### src/rtl/de_pkg.sv
// Shared decode definitions for the decode stage: opcode values, fetch-word
// field positions and the opcode-to-control decoder.
package de_pkg;

  localparam int REG_IDX_W = 2;
  localparam int OPC_W     = 4;

  localparam int PC_LSB  = 16;
  localparam int OPC_LSB = 12;
  localparam int RD_LSB  = 10;
  localparam int RS_LSB  = 8;
  localparam int IMM_LSB = 0;
  localparam int COND_BIT = 10;

  localparam logic [OPC_W-1:0] OP_NOP = 4'h0;
  localparam logic [OPC_W-1:0] OP_ADD = 4'h1;
  localparam logic [OPC_W-1:0] OP_SUB = 4'h2;
  localparam logic [OPC_W-1:0] OP_AND = 4'h3;
  localparam logic [OPC_W-1:0] OP_OR  = 4'h4;
  localparam logic [OPC_W-1:0] OP_XOR = 4'h5;
  localparam logic [OPC_W-1:0] OP_NOT = 4'h6;
  localparam logic [OPC_W-1:0] OP_SHL = 4'h7;
  localparam logic [OPC_W-1:0] OP_LD  = 4'h8;
  localparam logic [OPC_W-1:0] OP_BR  = 4'h9;
  localparam logic [OPC_W-1:0] OP_BRC = 4'hA;
  localparam logic [OPC_W-1:0] OP_BSR = 4'hB;
  localparam logic [OPC_W-1:0] OP_RET = 4'hC;
  localparam logic [OPC_W-1:0] OP_ST  = 4'hD;
  localparam logic [OPC_W-1:0] OP_LDI = 4'hE;
  localparam logic [OPC_W-1:0] OP_MOV = 4'hF;

  typedef struct packed {
    logic uses_rd;
    logic uses_rs;
    logic reg_write;
    logic mem_read;
    logic mem_write;
    logic branch;
  } ctrl_t;

  function automatic ctrl_t decode(input logic [OPC_W-1:0] op);
    ctrl_t c;
    c = '0;
    case (op)
      OP_ADD, OP_SUB, OP_AND, OP_OR, OP_XOR: begin
        c.uses_rd   = 1'b1;
        c.uses_rs   = 1'b1;
        c.reg_write = 1'b1;
      end
      OP_NOT, OP_SHL: begin
        c.uses_rd   = 1'b1;
        c.reg_write = 1'b1;
      end
      OP_LD: begin
        c.uses_rs   = 1'b1;
        c.reg_write = 1'b1;
        c.mem_read  = 1'b1;
      end
      OP_BR, OP_BRC, OP_BSR, OP_RET: c.branch = 1'b1;
      OP_ST: begin
        c.uses_rd   = 1'b1;
        c.uses_rs   = 1'b1;
        c.mem_write = 1'b1;
      end
      OP_LDI: c.reg_write = 1'b1;
      OP_MOV: begin
        c.uses_rs   = 1'b1;
        c.reg_write = 1'b1;
      end
      default: c = '0;
    endcase
    return c;
  endfunction

endpackage

### src/rtl/de_regfile.sv
// Architectural register file: one write port, two combinational read ports
// that forward same-cycle write-back data.
module de_regfile
  import de_pkg::*;
#(
  parameter int DATA_W = 8,
  parameter int NREGS  = 4
) (
  input  logic                 clk,
  input  logic                 reset,
  input  logic                 wb_en,
  input  logic [REG_IDX_W-1:0] wb_addr,
  input  logic [DATA_W-1:0]    wb_data,
  input  logic [REG_IDX_W-1:0] rd_addr_a,
  input  logic [REG_IDX_W-1:0] rd_addr_b,
  output logic [DATA_W-1:0]    rd_data_a,
  output logic [DATA_W-1:0]    rd_data_b
);

  logic [DATA_W-1:0] regs [NREGS];

  always_ff @(posedge clk or posedge reset) begin
    if (reset) begin
      for (int i = 0; i < NREGS; i++) regs[i] <= '0;
    end else if (wb_en) begin
      regs[wb_addr] <= wb_data;
    end
  end

  assign rd_data_a = (wb_en && wb_addr == rd_addr_a) ? wb_data : regs[rd_addr_a];
  assign rd_data_b = (wb_en && wb_addr == rd_addr_b) ? wb_data : regs[rd_addr_b];

endmodule

### src/rtl/de_stg.sv
// Decode stage: field extraction, register read with bypass, load-use hazard
// detection and the DE/EX pipeline register.
module de_stg
  import de_pkg::*;
#(
  parameter int DATA_W  = 8,
  parameter int NREGS   = 4,
  parameter int INSTR_W = 24
) (
  input  logic                 clk,
  input  logic                 reset,
  input  logic [INSTR_W-1:0]   fe_instruction,
  input  logic                 fe_valid,
  input  logic                 flush,
  input  logic                 wb_en,
  input  logic [REG_IDX_W-1:0] wb_addr,
  input  logic [DATA_W-1:0]    wb_data,
  output logic                 fe_stall,
  output logic                 ex_valid,
  output logic [DATA_W-1:0]    ex_pc,
  output logic [OPC_W-1:0]     ex_opcode,
  output logic [REG_IDX_W-1:0] ex_rd,
  output logic [DATA_W-1:0]    ex_op_a,
  output logic [DATA_W-1:0]    ex_op_b,
  output logic [DATA_W-1:0]    ex_imm,
  output logic                 ex_reg_write,
  output logic                 ex_mem_read,
  output logic                 ex_mem_write,
  output logic                 ex_branch,
  output logic                 ex_cond
);

  logic [DATA_W-1:0]    pc_p0;
  logic [OPC_W-1:0]     opc_p0;
  logic [REG_IDX_W-1:0] rd_p0;
  logic [REG_IDX_W-1:0] rs_p0;
  logic [DATA_W-1:0]    imm_p0;
  logic                 cond_p0;
  logic [DATA_W-1:0]    op_a_p0;
  logic [DATA_W-1:0]    op_b_p0;
  ctrl_t                ctrl_p0;
  logic                 hazard_p0;

  assign pc_p0   = fe_instruction[PC_LSB +: DATA_W];
  assign opc_p0  = fe_instruction[OPC_LSB +: OPC_W];
  assign rd_p0   = fe_instruction[RD_LSB +: REG_IDX_W];
  assign rs_p0   = fe_instruction[RS_LSB +: REG_IDX_W];
  assign imm_p0  = fe_instruction[IMM_LSB +: DATA_W];
  assign cond_p0 = fe_instruction[COND_BIT];
  assign ctrl_p0 = decode(opc_p0);

  de_regfile #(
    .DATA_W (DATA_W),
    .NREGS  (NREGS)
  ) u_regfile (
    .clk       (clk),
    .reset     (reset),
    .wb_en     (wb_en),
    .wb_addr   (wb_addr),
    .wb_data   (wb_data),
    .rd_addr_a (rd_p0),
    .rd_addr_b (rs_p0),
    .rd_data_a (op_a_p0),
    .rd_data_b (op_b_p0)
  );

  // A load in EX cannot forward its result to a dependent instruction here,
  // so that instruction waits one cycle behind a bubble.
  assign hazard_p0 = fe_valid & ex_valid & ex_mem_read & ex_reg_write &
                     ((ctrl_p0.uses_rd & (ex_rd == rd_p0)) |
                      (ctrl_p0.uses_rs & (ex_rd == rs_p0)));
  assign fe_stall  = hazard_p0 & ~flush;

  // ---- DE/EX boundary ----
  always_ff @(posedge clk or posedge reset) begin
    if (reset) begin
      ex_valid     <= 1'b0;
      ex_pc        <= '0;
      ex_opcode    <= '0;
      ex_rd        <= '0;
      ex_op_a      <= '0;
      ex_op_b      <= '0;
      ex_imm       <= '0;
      ex_reg_write <= 1'b0;
      ex_mem_read  <= 1'b0;
      ex_mem_write <= 1'b0;
      ex_branch    <= 1'b0;
      ex_cond      <= 1'b0;
    end else if (flush || hazard_p0) begin
      ex_valid <= 1'b0;
    end else begin
      ex_valid     <= fe_valid;
      ex_pc        <= pc_p0;
      ex_opcode    <= opc_p0;
      ex_rd        <= rd_p0;
      ex_op_a      <= op_a_p0;
      ex_op_b      <= op_b_p0;
      ex_imm       <= imm_p0;
      ex_reg_write <= ctrl_p0.reg_write;
      ex_mem_read  <= ctrl_p0.mem_read;
      ex_mem_write <= ctrl_p0.mem_write;
      ex_branch    <= ctrl_p0.branch;
      ex_cond      <= cond_p0;
    end
  end

endmodule

### config.mk
export PLATFORM = sky130hd
export DESIGN_NAME = de_stg
export DESIGN_NICKNAME = d
export VERILOG_FILES = /design/src/rtl/de_pkg.sv /design/src/rtl/de_regfile.sv /design/src/rtl/de_stg.sv
export SDC_FILE = /design/constraint.sdc
export NUM_CORES = 1
export LEC_CHECK = 0
export ABC_AREA = 1
export CAP_MARGIN = 20
export CORE_MARGIN = 5
export CORE_UTILIZATION = 31
export DETAILED_ROUTE_END_ITERATION = 16
export HOLD_SLACK_MARGIN = 0.12
export SYNTH_ARGS = -nofsm -noshare
export SYNTH_HDL_FRONTEND = slang
export SYNTH_SLANG_ARGS = --single-unit
### constraint.sdc
create_clock -name clk -period 2.8 [get_ports clk]
set_input_delay 0.56 -clock clk [delete_from_list [all_inputs] [get_ports clk]]
set_output_delay 0.56 -clock clk [all_outputs]
set_load 0.005 [all_outputs]
# ---- Word level (Yosys, flattened, before mapping)
# Index checks and enable logic that the tools add are counted.
dict set report word_totals {
  ff_bits 76
  latchBits 0
  ramBits 0
  romBits 0
  in_bits 39
  out_inout_bits 45
  elab_cells 77
  memories 0
}
dict set report classes {
  add_sub_neg 0
  multipliers 0
  div_mod_pow 0
  order_cmp 4
  eq_ne 19
  shifts 0
  n_mux 18
  bitwise_logic 12
  n_reduce_logical 8
}
# operator count
set op_table {}
lappend op_table {{$mux W8} 7}
lappend op_table {{$bmux W8 S2} 2}
lappend op_table {{$bwmux W32} 1}
lappend op_table {{$eq A4 B4 Y1 const B} 8}
lappend op_table {{$demux W8 S2} 1}
lappend op_table {{$eq A4 B3 Y1 const B} 4}
lappend op_table {{$reduce_or A8 Y1} 2}
lappend op_table {{$reduce_or A10 Y1} 1}
lappend op_table {{$ge A3 B3 Y1 const B} 3}
lappend op_table {{$not A2 Y3} 3}
lappend op_table {{$eq A2 B2 Y1} 4}
lappend op_table {{$eq A4 B2 Y1 const B} 2}
lappend op_table {{$and A1 B1 Y1} 7}
lappend op_table {{$mux W1} 7}
lappend op_table {{$eq A4 B1 Y1 const B} 1}
lappend op_table {{$reduce_or A4 Y1} 1}
lappend op_table {{$logic_and A1 B1 Y1} 3}
lappend op_table {{$lt A3 B1 Y1 const B} 1}
lappend op_table {{$logic_or A1 B1 Y1} 1}
lappend op_table {{$not A1 Y1} 1}
lappend op_table {{$or A1 B1 Y1} 1}

# ---- Longest topological paths before layout
dict set report depth {
  word_depth 8
  mapped_depth 11
  depth_no_buf 10
}

# ---- By module
# Synthesis repeated with hierarchy kept, for this count alone.
dict set report unflattened {
  hier_cells 560
  hier_area_um2 4035.1
}
# mod instances cells_per_inst area_each_um2 seq_area_each_um2
set modules_own_cells {}
lappend modules_own_cells {de_regfile 1 337 2142.1 800.8}
lappend modules_own_cells {de_stg 1 223 1893.1 1076.0}

# ---- Least setup slack after synthesis
# OpenSTA, ideal clock, no wires.
dict set report synth_timing {
  kind {input to output}
  startpoint {in fe_instruction[10]}
  endpoint {out fe_stall}
  arrival_ns 1.452
  t_required_ns 2.240
  path_slack_ns 0.788
  cell_stages 8
  cell_sequence {buf_4 xor2_1 nor2_1 nand2_1 nand2_1 nand2_4 buf_2 nor2_1}
}
dict set report synth_between {
  elab_chain_cells 5
}
# element line
set synth_rtl {}
lappend synth_rtl {{from (decl)} de_stg.sv:12} ;# input logic [INSTR_W-1:0] fe_instruction,
lappend synth_rtl {{$eq A2 B2 Y1} de_stg.sv:70} ;# ((ctrl_p0.uses_rd & (ex_rd == rd_p0)) |
lappend synth_rtl {{$and A1 B1 Y1} de_stg.sv:70}
lappend synth_rtl {{$or A1 B1 Y1} de_stg.sv:70}
lappend synth_rtl {{$and A1 B1 Y1} de_stg.sv:69} ;# assign hazard_p0 = fe_valid & ex_valid & ex_mem_read & ex_reg_write &
lappend synth_rtl {{$and A1 B1 Y1} de_stg.sv:72} ;# assign fe_stall = hazard_p0 & ~flush;
lappend synth_rtl {{to (decl)} de_stg.sv:18} ;# output logic fe_stall,
# Every way passes these cells.

# ---- Worst setup path in the final report
dict set report layout_timing {
  startpoint {in fe_instruction[14]}
  endpoint {out fe_stall}
}
dict set report layout_between {
  elab_chain_cells 7
}
# element line
set layout_rtl {}
lappend layout_rtl {{$eq A4 B4 Y1 (tied with other cells)} de_pkg.sv:44} ;# case (op)
lappend layout_rtl {{$reduce_or A8 Y1 (no source line)} n/a}
lappend layout_rtl {{$mux W1} de_pkg.sv:44}
lappend layout_rtl {{$and A1 B1 Y1 (on tied branches)} {de_stg.sv:70, de_stg.sv:71}}
lappend layout_rtl {{$or A1 B1 Y1 *} de_stg.sv:70}
lappend layout_rtl {{$and A1 B1 Y1 *} de_stg.sv:69}
lappend layout_rtl {{$and A1 B1 Y1 *} de_stg.sv:72}
# Mark *: on every way between the ends. The rest lies on a longest branch, timed or not.

==> impl_metrics.tcl <==
set metrics [dict create \
    yosysWarnings 0 \
    grt_max_degree 55 \
    crit_path_frequent_cell "nand2_1" \
    post_drt_wl_per_cell_um 14.7 \
    routed-via-count 3703 \
    multi_input_area_um2 1660 \
    critPathCaptureType "primary output" \
    cts_tree "done" \
    met3_usage_pct 2.56 \
    slew_headroom_pct 61.6 \
    place_congestion 0.844 \
    skew_ns 0.00656 \
    tightest_slew_ns 0.575 \
    cp_slowest_cell "clkdlybuf4s50_1" \
    path_delay_family "buffers and inverters" \
    syn_area_per_cell_um2 7.63 \
    r2r_start "ex_rd[0]" \
    routed_wirelength_mm 11.2 \
    fp.dieW_um 121 \
    std_cell_rows 40 \
    synth_common_cells "200 x nand2_1, 75 x dfrtp_1, 64 x nand3_1" \
    netlist_instances 502 \
    outcome "complete, no violations" \
    area_growth_pct 37.3 \
    clockBufferDepth 2 \
    yosysMostFrequentCell "nand2_1" \
    finalNonFillerCells 765 \
    p_per_area_nw_per_um2 633 \
    grtUsageMet2_pct 27.1 \
    ys_ff_latch 75 \
    yosys_most_used_dff "dfrtp_1" \
    seq_area_um2 1880 \
    cts.sinks 75 \
    die_h_um 121 \
    reg2reg_slack_ns 0.88 \
    ir_drop_v 0.000264 \
    routed_via_density 4.84 \
    yosys.cell_types.count 22 \
    clock.fmax_ghz 0.393 \
    antenna_left 0 \
    overflow 0 \
    clkTransAtPathRegs_ns 0.06 \
    path_class "in -> out" \
    fillers 1235 \
    synthArstFlopShare_pct 100 \
    busiest_layer "met2" \
    cts_root_buf "clkbuf_16" \
    rsz0062_at_grt "false" \
    grt_pass1_wl_mm 18.7 \
    design.core.area_um2 12100 \
    grt_pass1_vias 3696 \
    cp.required_ns 2.24 \
    dpl.cell_count 749 \
    hold_start "ex_pc[4]" \
    yosys-top-cells-area "dfrtp_1 49%, nand2_1 20%, nand3_1 8.4%, o21ai_0 5.4%, o211ai_1 4.7%" \
    clk_latency_ns 0.34 \
    worstPathArrival_ns 1.99 \
    ctsHoldBuffers 0 \
    p_leak_uw 0.00258 \
    numCtsBuffers 9 \
    worst_setup_path_start_kind "input pin" \
    io_buffers 83 \
    synth_top_area_share_pct 49.0 \
    final_layout_size_suffix_gt1_share_pct 8.54 \
    path_buf_inv 3 \
    grt_antenna_before_repair 0 \
    yosysSeqAreaShare_pct 49.0 \
    synth-edff-count 0 \
    post-route-drc-count 0 \
    reg2reg_depth 12 \
    hold_end "ex_pc[4]" \
    period_share_pct 90.9 \
    start_util_pct 31.8 \
    n_antenna_cell 0 \
    setup_ws_ns 0.254 \
    dpl.hpwl_mm 7.99 \
    synth_largest_area_cell "dfrtp_1" \
    hold_viol_final 0 \
    whs_path_depth 2 \
    drt_pre_antenna_iters 5 \
    grt_usage_pct 15.9 \
    final_nets 631 \
    final_util_pct 43.6 \
    crit_chain "clkdlybuf4s50_1, inv_1, nand2_1, nand2_1, nand2_1, nand3_1, nand2_2, nand2_4, nor2_1, dlygate4sd2_1" \
    period_needed_ns 2.55 \
    hp-class "reg -> reg" \
    slew_viol_final 0 \
    setup_viol 0 \
    dieArea_um2 14700 \
    preCtsSetupSlack_ns -0.0506 \
    htree_levels 3 \
    path_max_fanout 4 \
    max_stage_delay_ns 0.51 \
    syn_nets 541 \
    r2r_end "ex_op_b[7]" \
    drt-initial-drc-count 198 \
    use_met1_pct 20.1 \
    syn-cell-area_um2 3830 \
    max-cap-violations 0 \
    io_pins 84 \
]
sequential cells by signal (all words and copies together) (netlist names):
register,flops
ex_branch,1
ex_imm,8
ex_mem_read,1
ex_mem_write,1
ex_op_a,8
ex_op_b,8
ex_opcode,4
ex_pc,8
ex_rd,2
ex_reg_write,1
ex_valid,1
u_regfile.regs,32
area by class of cell:
class / instances / area share (%)
sequential: 75 / 35.7
multi-input combinational: 361 / 31.6
timing repair buffer: 106 / 19.3
clock buffer: 10 / 4.54
tap: 168 / 4.00
inverter: 39 / 2.78
clock inverter: 6 / 2.14
power breakdown:
group	leakage, µW	internal, µW	switching, µW
clock	0.000161	894	457
combinational	0.00149	325	333
sequential	0.000934	1230	90.8
logic make-up after synthesis:
kind of cell / count (synthesis) / share of synthesized area (%)
buffers and inverters: 66 / 7.74
AO/OA/AOI/OAI: 76 / 11.6
AND/OR/NAND/NOR: 282 / 30.7
flip-flops: 75 / 49.0
XOR/XNOR: 3 / 0.882
through the flow:
step / setup TNS (ns) / hold WS [ns] / total power, µW / instance area (µm²)
floorplan: 0 / 0.453 / 1660 / 3830
global placement: -0.0170 / 0.454 / 1980 / 4910
detailed placement: -0.0506 / 0.458 / 2000 / 4910
CTS: 0 / 0.473 / 3360 / 5260
global route: 0 / 0.488 / 3510 / 5260
finish: 0 / 0.468 / 3330 / 5260
layout by cell type, fill, tap and decap left out:
cell type / n
nor2_1: 5
a21oi_2: 1
xnor2_2: 1
nand2_2: 2
o22ai_1: 1
nand2_4: 2
bufinv_16: 3
nand3_1: 64
buf_4: 22
o211ai_1: 24
nor3_1: 1
inv_1: 33
a21oi_1: 9
dlygate4sd2_1: 2
nand4_1: 8
nand2_1: 199
o21ai_0: 41
dfrtp_1: 75
clkbuf_8: 1
xor2_1: 2
clkinv_1: 1
clkdlybuf4s50_1: 81
buf_12: 1
clkinvlp_4: 3
clkbuf_16: 9
inv_2: 5
nor2_2: 1
worst register-to-register path: stages, from the launching register on:
cell and delay, ns:
dfrtp_1 0.44, inv_1 0.06, nand2_1 0.05, nand2_1 0.05, nor2_1 0.11, nand3_1 0.11
nand2_2 0.10, nand2_4 0.05, buf_4 0.29, nand2_4 0.11, buf_4 0.30, nand2_1 0.11
nand2_1 0.07
layer usage:
layer  up-vias  wire length, µm
met5         -                0
met4         0              200
met3        18              698
met2       116             5500
met1      1749             4820
li1       1820                -
what timing repair did:
item / 4_1_cts / 5_1_grt
resized for setup: 4 / 0
buffers inserted: 0 / 0
endpoints found under the setup margin: 1 / 0
how the worst max path moves through the flow:
stage,startpoint,end,cells past startpoint
5_1_grt,fe_instruction[8],fe_stall,10
3_3_place_gp,fe_instruction[9],fe_stall,10
3_5_place_dp,fe_instruction[13],fe_stall,9
6_report,fe_instruction[14],fe_stall,10
4_1_cts,fe_instruction[14],fe_stall,10
2_1_floorplan,reset,ex_branch,1
(Power assumes the default switching activity.)
